**config.mk**
```make
export PLATFORM = sky130hd
export DESIGN_NAME = mem_arbiter
export DESIGN_NICKNAME = d
export VERILOG_FILES = /design/src/rtl/mem_arb_pkg.sv /design/src/rtl/mem_arbiter.sv
export SDC_FILE = /design/constraint.sdc
export NUM_CORES = 1
export LEC_CHECK = 0
export ABC_AREA = 0
export CAP_MARGIN = 25
export CORE_MARGIN = 3
export CORE_UTILIZATION = 27
export DETAILED_ROUTE_END_ITERATION = 8
export HOLD_SLACK_MARGIN = 0.1
export PLACE_DENSITY_LB_ADDON = 0.05
export SLEW_MARGIN = 20
export SYNTH_ARGS = -nofsm -noshare
export SYNTH_HDL_FRONTEND = slang
export SYNTH_SLANG_ARGS = --single-unit
export TNS_END_PERCENT = 20
```
**constraint.sdc**
```tcl
create_clock -name clock -period 1.1 [get_ports clock]
set_input_delay 0.165 -clock clock [delete_from_list [all_inputs] [get_ports clock]]
set_output_delay 0.165 -clock clock [all_outputs]
set_load 0.02 [all_outputs]
```
**src/rtl/mem_arb_pkg.sv**
```systemverilog
`default_nettype none
// ============================================================================
// Module  : mem_arb_pkg
// Purpose : Shared constants for the data-memory arbiter (read-return FSM
//           encoding and default loader starvation bound).
// Revision: 1.0 - initial release
// ============================================================================
package mem_arb_pkg;

    typedef logic [1:0] rd_state_t;

    localparam rd_state_t RD_NONE = 2'd0;
    localparam rd_state_t RD_CPU  = 2'd1;
    localparam rd_state_t RD_LDR  = 2'd2;

    localparam int MAX_WAIT_DEFAULT = 4;

endpackage
`default_nettype wire

```
**src/rtl/mem_arbiter.sv**
```systemverilog
`default_nettype none
// ============================================================================
// Module  : mem_arbiter
// Purpose : Two-requester arbiter for the single-port data memory; processor
//           priority with bounded loader starvation and tagged read return.
// Revision: 1.0 - initial release
// ============================================================================
module mem_arbiter
    import mem_arb_pkg::*;
#(
    parameter int ADDR_W   = 8,
    parameter int DATA_W   = 8,
    parameter int MAX_WAIT = MAX_WAIT_DEFAULT
) (
    input  logic              clock,
    input  logic              reset,
    input  logic              cpu_req,
    input  logic              cpu_we,
    input  logic [ADDR_W-1:0] cpu_addr,
    input  logic [DATA_W-1:0] cpu_wdata,
    output logic              cpu_gnt,
    output logic              cpu_stall,
    output logic              cpu_rvalid,
    output logic [DATA_W-1:0] cpu_rdata,
    input  logic              ldr_req,
    input  logic              ldr_we,
    input  logic [ADDR_W-1:0] ldr_addr,
    input  logic [DATA_W-1:0] ldr_wdata,
    output logic              ldr_gnt,
    output logic              ldr_rvalid,
    output logic [DATA_W-1:0] ldr_rdata,
    output logic [ADDR_W-1:0] mem_addr,
    output logic [DATA_W-1:0] mem_data,
    output logic              mem_wren,
    output logic              mem_rden,
    input  logic [DATA_W-1:0] mem_q
);

    localparam logic [3:0] WAIT_LIMIT = 4'(MAX_WAIT);

    logic [3:0] wait_cnt;
    rd_state_t  rd_state;
    logic       loader_turn;

    assign loader_turn = (wait_cnt >= WAIT_LIMIT);

    // Grants are masked during reset so every output reads 0 while it is held.
    always_comb begin
        cpu_gnt = 1'b0;
        ldr_gnt = 1'b0;
        if (!reset) begin
            if (cpu_req && !(ldr_req && loader_turn)) begin
                cpu_gnt = 1'b1;
            end else if (ldr_req) begin
                ldr_gnt = 1'b1;
            end
        end
    end

    assign cpu_stall = cpu_req & ~cpu_gnt & ~reset;

    always_comb begin
        mem_addr = '0;
        mem_data = '0;
        mem_wren = 1'b0;
        mem_rden = 1'b0;
        if (cpu_gnt) begin
            mem_addr = cpu_addr;
            mem_data = cpu_wdata;
            mem_wren = cpu_we;
            mem_rden = ~cpu_we;
        end else if (ldr_gnt) begin
            mem_addr = ldr_addr;
            mem_data = ldr_wdata;
            mem_wren = ldr_we;
            mem_rden = ~ldr_we;
        end
    end

    always_ff @(posedge clock or posedge reset) begin
        if (reset) begin
            wait_cnt <= 4'd0;
        end else if (!ldr_req || ldr_gnt) begin
            wait_cnt <= 4'd0;
        end else if (wait_cnt < WAIT_LIMIT) begin
            wait_cnt <= wait_cnt + 4'd1;
        end
    end

    // rd_state remembers who owns the data mem_q will present next cycle.
    always_ff @(posedge clock or posedge reset) begin
        if (reset) begin
            rd_state <= RD_NONE;
        end else if (cpu_gnt && !cpu_we) begin
            rd_state <= RD_CPU;
        end else if (ldr_gnt && !ldr_we) begin
            rd_state <= RD_LDR;
        end else begin
            rd_state <= RD_NONE;
        end
    end

    assign cpu_rvalid = (rd_state == RD_CPU);
    assign ldr_rvalid = (rd_state == RD_LDR);
    assign cpu_rdata  = cpu_rvalid ? mem_q : '0;
    assign ldr_rdata  = ldr_rvalid ? mem_q : '0;

endmodule
`default_nettype wire

```
==> results.md, run 1 <==
* Result of the run: finished, violations left
* Violated checks: negative setup slack
* Length of the first detailed-routing pass in iterations at 4
* Power spent charging and discharging nets at about 0.40 mW
* Worst setup path category: reg -> out
* Area share of the largest cell type after synthesis at between 20% and 30%
* Tightest Pin Transition at between 200 and 250 ps
* Most frequently used cell type in the post-synthesis netlist: sky130_fd_sc_hd__nand3b_1
* Portion of total power attributed to the clock network at roughly a fifth
* Cell area power density at between 500 and 600 nW/µm²
* Fillcell total at around 220
* Hpwl dp at 2740 µm
* Number of nets with antenna violations after routing at 0
* Number of nets in the layout at between 200 and 300
* CTS Buf Count at 3
* Final period demand of the worst path at about 1700 ps
* Aggregate negative setup slack at -15,790 ps
* Count of input and output buffers at 84
* Share of the yosys chip area belonging to registers at 17.6%
* Source of the worst register-to-register timing path: wait_cnt[3]
* Highest routing layer actually used: met4
* Sw frac at 34.4%
* Number of placed instances with taps included at 239
* Startpoint type of the worst setup path: register
* Post-synthesis instance area at between 800 and 900 µm²
* FFs w/ async S/R, synth at 100%
* Final cell area excluding filler cells at about 2100 µm²
* Clock sink count at 6
* Top cells by instance count after synthesis: sky130_fd_sc_hd__nand3b_1 (34), sky130_fd_sc_hd__o22ai_1 (18), sky130_fd_sc_hd__and2_1 (16)
* Antenna violations before repair at 0
* Worst slew slack as a fraction of its limit at ~84%
* Buffer type at the clock tree root: sky130_fd_sc_hd__clkbuf_4
* Ratio of routed vias to standard cells at between 5 and 6
* Leading post-synthesis cells by cell area: sky130_fd_sc_hd__nand3b_1 (30%), sky130_fd_sc_hd__dfrtp_1 (18%), sky130_fd_sc_hd__o22ai_1 (13%)
* Max-capacitance violation count at 0
* Cell leakage power at approximately 0.90 nW
* Worst Hold Margin at about 260 ps
* Met1 routed wirelength after detailed routing at about 1600 µm
* Tcrit/Tclk final at 150%
* Clock Skews at around 8.7 ps
* Final Wtd Congestion at around 0.7
* Fin worst setup slack at -551 ps
* Number of warnings reported in the yosys synthesis log at 0
* Syn nets at between 150 and 200
* Final Util at about 74%
* Count of distinct cell types in the synthesized netlist at 21
* Gate Count Post-Synth at approximately 110
* Number of non-filler instances in the completed layout at about 250
* Grt total ovfl at 0
* Std-Cell Core Area at about 2900 µm²
* Cell Int Power at ~0.76 mW
* Critical Path Start: wait_cnt[3]
* Placed cell areas at around 2000 µm²
* Cell taking the most area after synthesis: sky130_fd_sc_hd__nand3b_1
* Share of power burned in registers at slightly above 20%
* Class of the most critical hold timing path: in -> async
* Total Wirelength at about 3800 µm
* Number of buffers on the longest clock path at 2
* Setup WS pre-CTS at -1010 ps
* Worst VDD drop at between 0.5 and 0.6 mV
* Clock transition time at the flip-flop clock pins of the worst setup and hold paths at about 50 ps
* Effective utilization at floorplan at between 20 and 30%
* Vias after detailed routing at roughly 1,300
* Worst EP arrival at around 1500 ps
* Count of flip-flops with a built-in enable after synthesis at 0
* Per-cell routed wire length at about 15 µm
* Comb pwr share at between 60% and 70%
* CTS H-tree lvls at 1
* Total Die Area at ~3900 µm²
* Number of top-level pins at 85
* Number of max-slew violations in the final report at 0
* Diode insertion count for antenna repair at 0
* Via count of the first global-routing pass at around 1,200
* Vertical die dimension at slightly above 60 µm
* Overall Power at roughly 1.2 mW
* Combined global-route utilization of all metal layers at a little under a fifth
* First-pass GRT wire length at ~6000 µm
* Width of the die at approximately 62 µm
* Layout overhead on the synthesized area at 149%
* Final setup violating endpoints at 43
* Mean Syn Cell Area at between 7 and 8 µm²
* Timing-limited maximum frequency at slightly above 600 MHz
* Ys flop type: sky130_fd_sc_hd__dfrtp_1
* Met2 layer wire length in the routed design at slightly below 2000 µm
* Clk_lat worst skew at between 200 and 300 ps
* Amount of wire on met3 after detailed routing at approximately 280 µm
* Critical Path Sink Type: output pin
* Required time of the critical path at 940 ps
* Clock tree from TritonCTS: built
* Register bit count reported by yosys at 6
* Iteration-0 DRC count of the detailed router at 54
* Std-Cell Rows at 19
* Count of endpoints failing hold in the final timing report at 0
* DR DRC count at 0
* Maximum fanout encountered on the critical timing path at 5
* Maximum number of pins on one net before global-route repair at 34
* Unrepaired setup endpoints after global routing: yes
* Fraction of layout cells with a size suffix above 1 at 45.4%
==> layer usage <==
layer	global-route usage, %	vias up
met1	22.6	585
li1	-	605
met5	0	-
met2	32.8	57
met4	5.80	0
met3	5.59	5
==> registers in the layout (all words and copies together) (netlist names) <==
register  count
rd_state      2
wait_cnt      4
==> repair_timing <==
item | in CTS | in global routing
setup endpoints to repair | 42 | 43
setup buffers | 2 | 2
gates resized for setup | 164 | 60
cloned | 1 | 1
pin swaps | 2 | 12
hold buffers | 0 | 0
==> cell type report <==
cell class | instances | area (µm²) | area share, %
Clock buffer | 3 | 22.5 | 1.06
Inverter | 1 | 3.75 | 0.177
Multi-Input combinational cell | 90 | 870 | 41.1
Sequential cell | 6 | 150 | 7.09
Tap cell | 42 | 52.6 | 2.48
Timing Repair Buffer | 105 | 1020 | 48.1
==> worst paths after layout <==
check                      slack, ps     endpoint  cells after the start
setup reg to reg                -370  wait_cnt[0]                      5
hold / removal                   260  rd_state[1]                      4
min in group clock               410  rd_state[0]                      3
setup / recovery                -550  mem_addr[4]                      6
max in group asynchronous        720  wait_cnt[0]                      4
hold reg to reg                  610  wait_cnt[0]                      2
==> power groups by stage <==
stage / combinational [mW] / sequential, mW / clock (mW)
3_3_place_gp: 0.615 / 0.240 / 0
2_1_floorplan: 0.298 / 0.239 / 0
6_report: 0.697 / 0.239 / 0.219
5_1_grt: 0.740 / 0.239 / 0.238
3_5_place_dp: 0.630 / 0.241 / 0
4_1_cts: 0.605 / 0.238 / 0.224
==> worst max-delay path: stages, from the launching register on <==
cell	delay (ps)
sky130_fd_sc_hd__dfrtp_1	390
sky130_fd_sc_hd__buf_6	130
sky130_fd_sc_hd__nor3b_4	200
sky130_fd_sc_hd__buf_6	150
sky130_fd_sc_hd__clkbuf_16	160
sky130_fd_sc_hd__o22ai_4	70
sky130_fd_sc_hd__buf_6	130
==> cell families (layout without fill, tap and decap cells) <==
kind of cell / Yosys count / count (layout) / share of synthesized area, %
DFF: 6 / 6 / 17.6
adders and majority gates: 1 / 1 / 1.47
buffers and inverters: 16 / 109 / 8.22
and+or+nand+nor: 65 / 65 / 53.6
AOI/OAI and AO/OA: 24 / 24 / 19.1
==> cell usage in the layout, fill, tap and decap left out, types with 2 or more instances in the layout <==
cell                               n
sky130_fd_sc_hd__buf_6            25
sky130_fd_sc_hd__clkdlybuf4s50_1  43
sky130_fd_sc_hd__o22ai_2          10
sky130_fd_sc_hd__buf_4            16
sky130_fd_sc_hd__buf_12            3
sky130_fd_sc_hd__clkbuf_4          3
sky130_fd_sc_hd__and3_1            2
sky130_fd_sc_hd__and2_1           13
sky130_fd_sc_hd__o22ai_4           8
sky130_fd_sc_hd__nor3b_4           3
sky130_fd_sc_hd__or3b_4            2
sky130_fd_sc_hd__nand3b_1         34
sky130_fd_sc_hd__dfrtp_1           6
sky130_fd_sc_hd__nor2b_1           3
sky130_fd_sc_hd__buf_2            14
sky130_fd_sc_hd__and2_4            3
sky130_fd_sc_hd__nor2_1            3
(Power assumes the default switching activity.)
==> run 2, diff against run 1 <==
--- a/config.mk
+++ b/config.mk
@@ -8,10 +8,12 @@
 export ABC_AREA = 0
 export CAP_MARGIN = 25
 export CORE_MARGIN = 3
-export CORE_UTILIZATION = 27
+export CORE_UTILIZATION = 55
 export DETAILED_ROUTE_END_ITERATION = 8
+export DONT_BUFFER_PORTS = 1
 export HOLD_SLACK_MARGIN = 0.1
 export PLACE_DENSITY_LB_ADDON = 0.05
+export SKIP_CTS_REPAIR_TIMING = 1
 export SLEW_MARGIN = 20
 export SYNTH_ARGS = -nofsm -noshare
 export SYNTH_HDL_FRONTEND = slang
==> results.md, run 2 <==
* Top cells by instance count after synthesis: sky130_fd_sc_hd__nand3b_1 (34), sky130_fd_sc_hd__o22ai_1 (18), sky130_fd_sc_hd__and2_1 (16)
* Worst_ep kind: primary output
* Maximum number of pins on one net before global-route repair at between 40 and 50
* Placed cell areas at 1120 µm² (-43%)
* FFs w/ async S/R, synth at 100% (unchanged)
* Final Wtd Congestion at 0.668 (-4.8%)
* Area share of the largest cell type after synthesis at 30.0% (unchanged)
* Post-synthesis instance area at 852 µm² (unchanged)
* Share of the yosys chip area belonging to registers at 17.6% (unchanged)
* Std-Cell Rows at 13 (-6)
* Result of the run: did not finish
* Setup WS pre-CTS at -227 ps (+782 ps)
* Antenna violations before repair at 0
* Ys flop type: sky130_fd_sc_hd__dfrtp_1
* Number of top-level pins at 85 (unchanged)
* Syn nets at 159 (unchanged)
* Cell taking the most area after synthesis: sky130_fd_sc_hd__nand3b_1
* CTS H-tree lvls at 1 (unchanged)
* Last flow stage reached: 5_1_grt
* Count of distinct cell types in the synthesized netlist at 21 (unchanged)
* Vertical die dimension at 45.4 µm (-27%)
* Count of flip-flops with a built-in enable after synthesis at 0 (unchanged)
* Number of warnings reported in the yosys synthesis log at 0 (unchanged)
* Gate Count Post-Synth at 112 (unchanged)
* CTS Buf Count at 3 (unchanged)
* Leading post-synthesis cells by cell area: sky130_fd_sc_hd__nand3b_1 (30%), sky130_fd_sc_hd__dfrtp_1 (18%), sky130_fd_sc_hd__o22ai_1 (13%)
* Worst EP post-GRT repair: mem_addr[6]
* Effective utilization at floorplan at 61.6% (+32 points)
* Width of the die at 45.4 µm (-27%)
* Buffer type at the clock tree root: sky130_fd_sc_hd__clkbuf_4
* Error Message: [ERROR DPL-0033] detailed placement checks failed during check placement.
* Mean Syn Cell Area at 7.61 µm² (unchanged)
* Register bit count reported by yosys at 6 (unchanged)
* Count of input and output buffers at 0 (-100%)
* Number of buffers on the longest clock path at 2 (unchanged)
* Most frequently used cell type in the post-synthesis netlist: sky130_fd_sc_hd__nand3b_1
* Clock sink count at 6 (unchanged)
-- run 2: cell counts after synthesis --
Identical to the previous run, type by type.
-- run 2: cells by family after synthesis --
| group | count (synthesis) | share of synthesized area, % |
|---|---|---|
| AO/OA/AOI/OAI | 24 | 19.1 |
| flip-flops | 6 | 17.6 |
| adder cells (fa/ha/maj) | 1 | 1.47 |
| buffers and inverters | 16 | 8.22 |
| AND/OR/NAND/NOR | 65 | 53.6 |
-- run 2: metrics by stage --
stage | util, % | TNS (ps) | std cells
after global placement | 81.3 | -3170 | 131
after detailed placement | 81.3 | -4280 | 131
after CTS | 82.9 | -14060 | 134
after floorplan | - | -4330 | 112
==> run 3, diff against run 2 <==
--- a/config.mk
+++ b/config.mk
@@ -7,12 +7,11 @@
 export LEC_CHECK = 0
 export ABC_AREA = 0
 export CAP_MARGIN = 25
-export CORE_MARGIN = 3
-export CORE_UTILIZATION = 55
+export CORE_AREA = 3 3 64 66
 export DETAILED_ROUTE_END_ITERATION = 8
+export DIE_AREA = 0 0 67 69
 export DONT_BUFFER_PORTS = 1
-export HOLD_SLACK_MARGIN = 0.1
-export PLACE_DENSITY_LB_ADDON = 0.05
+export PLACE_DENSITY_LB_ADDON = 0.15
 export SKIP_CTS_REPAIR_TIMING = 1
 export SLEW_MARGIN = 20
 export SYNTH_ARGS = -nofsm -noshare
==> constraint.sdc (replaced) <==
create_clock -name clock -period 1.4 [get_ports clock]
set_input_delay 0.21 -clock clock [delete_from_list [all_inputs] [get_ports clock]]
set_output_delay 0.21 -clock clock [all_outputs]
set_load 0.02 [all_outputs]
==> results.md, run 3 (synthesis results as in run 1) <==
* Result of the run: finished, violations left
* Violated checks: negative setup slack
* Vertical die dimension at 69 µm (+52%)
* Startpoint type of the worst setup path: register
* Iteration-0 DRC count of the detailed router at 37
* Tightest Pin Transition at 273 ps
* Number of max-slew violations in the final report at 0
* Std-Cell Rows at 22 (+9)
* Register with the highest flop count: wait_cnt
* DR DRC count at 0
* Maximum number of pins on one net before global-route repair at 45
* Worst slew slack as a fraction of its limit at between 80% and 90%
* Registers with the most flip-flops: wait_cnt: 4 flops, rd_state: 2 flops
* Std-Cell Core Area at ~3600 µm²
* Class of the most critical hold timing path: in -> reg
* Length of the first detailed-routing pass in iterations at 4
* Cell leakage power at 0.475 nW
* Fin worst setup slack at -128 ps
* Worst VDD drop at 0.261 mV
* Longest individual stage delay on the worst path at around 400 ps
* Max FFs per register at 4
* Count of endpoints failing hold in the final timing report at 0
* Via count of the first global-routing pass at around 950
* Fraction of layout cells with a size suffix above 1 at 34.9%
* Total Wirelength at about 2900 µm
* Ratio of routed vias to standard cells at 5.58
* Clock tree from TritonCTS: built
* Clock transition time at the flip-flop clock pins of the worst setup and hold paths at ~30 ps
* Required time of the critical path at 1190 ps
* Layout overhead on the synthesized area at 37.4%
* Worst setup path category: reg -> out
* Final period demand of the worst path at 1530 ps
* Clock Skews at 0.527 ps
* Buffer type at the clock tree root: sky130_fd_sc_hd__clkbuf_8
* Leading cell type in the layout, fill and taps excluded: sky130_fd_sc_hd__nand3b_1
* First-pass GRT wire length at around 4200 µm
* Clk_lat worst skew at between 200 and 250 ps
* Cell-by-cell listing of the critical path: nor3b_2 > buf_4 > o22ai_1 > buf_4
* Width of the die at 67 µm (+48%)
* Number of nets with antenna violations after routing at 0
* Number of placed instances with taps included at 173 (+32%)
* Sum of buffers and inverters on the critical path at 2
* Fillcell total at 394
* Critical Path Sink Type: output pin
* Clock sink count at 6 (unchanged)
* Leading cell types in the layout, fill and taps excluded: sky130_fd_sc_hd__nand3b_1 (34), sky130_fd_sc_hd__buf_4 (25), sky130_fd_sc_hd__o22ai_1 (16), sky130_fd_sc_hd__and2_1 (10)
* CTS Buf Count at 3 (unchanged)
* Grt total ovfl at 0
* Number of non-filler instances in the completed layout at 177
* Vias after detailed routing at 987
* Number of top-level pins at 85 (unchanged)
* Number of nets in the layout at between 150 and 200
* Slowest cell on crit path: sky130_fd_sc_hd__dfrtp_1
* Antenna violations before repair at 0
* Final setup violating endpoints at 20
* Final Util at 32.2%
* Count of input and output buffers at 0 (unchanged)
* Kind of cell adding the most delay to the critical path: flip-flops
* Combined global-route utilization of all metal layers at 11.7%
* Timing-limited maximum frequency at between 600 and 700 MHz
* Effective utilization at floorplan at 23.5% (-38 points)
* Diode insertion count for antenna repair at 0
* Max-capacitance violation count at 0
* Unrepaired setup endpoints after global routing: yes
* Worst EP arrival at 1320 ps
* Total Die Area at between 4000 and 5000 µm²
* Number of buffers on the longest clock path at 2 (unchanged)
* Tcrit/Tclk final at 109%
* Hpwl dp at around 2100 µm
* Area taken by flip-flops and latches at 150 µm²
* Maximum fanout encountered on the critical timing path at 11
* Area of combinational cells with multiple inputs at 684 µm²
* Final Wtd Congestion at 0.689 (+3.1%)
* Per-cell routed wire length at approximately 16 µm
* CTS H-tree lvls at 1 (unchanged)
* Crit path top cell by count: sky130_fd_sc_hd__buf_4
* Cell area power density at around 590 nW/µm²
* Setup WS pre-CTS at 97.7 ps (+325 ps)
run 3: routing by layer:
layer	vias to the layer above	track usage [%]	wire length [µm]
met5	-	0	0
met4	0	6.08	50
met3	4	3.09	317
met2	68	18.8	1350
met1	466	13.8	1150
li1	449	-	-
run 3: through the flow:
step / area (µm²) / hold slack, ps / power, mW / TNS, ps
3_3_place_gp: 1060 / 32.7 / 0.422 / 0
6_report: 1170 / 139 / 0.689 / -1910
4_1_cts: 1100 / -201 / 0.688 / -3620
3_5_place_dp: 1060 / 36.5 / 0.423 / 0
2_1_floorplan: 857 / 163 / 0.375 / -1.47
5_1_grt: 1170 / 135 / 0.730 / -3190
run 3: final timing paths:
| kind | slack, ps | from | end | cells past startpoint |
|---|---|---|---|---|
| max | -130 | wait_cnt[2] | mem_wren | 4 |
| min | 140 | ldr_req | wait_cnt[1] | 2 |
| max reg2reg | 140 | wait_cnt[2] | wait_cnt[0] | 3 |
| min reg2reg | 580 | wait_cnt[1] | wait_cnt[1] | 2 |
| max in group asynchronous | 800 | reset | rd_state[0] | 2 |
| min in group asynchronous | 380 | reset | wait_cnt[3] | 2 |
run 3: final cells by class:
type | instances | area share (%)
multi-input combinational | 90 | 58.4
timing repair buffer | 29 | 19.8
sequential | 6 | 12.8
tap | 48 | 5.13
clock buffer | 3 | 3.53
inverter | 1 | 0.321
run 3: power by group:
group	internal (mW)	switching, mW	total, mW
Combinational	0.118	0.128	0.246
Clock	0.184	0.0697	0.254
Sequential	0.182	0.00645	0.189
run 3: worst register-to-register path, delay by kind of cell, from the launching register on:
family                 cells  cell delay [ps]
and+or+nand+nor            1              500
AOI/OAI and AO/OA          1              140
buffers and inverters      1              160
DFF                        1              390
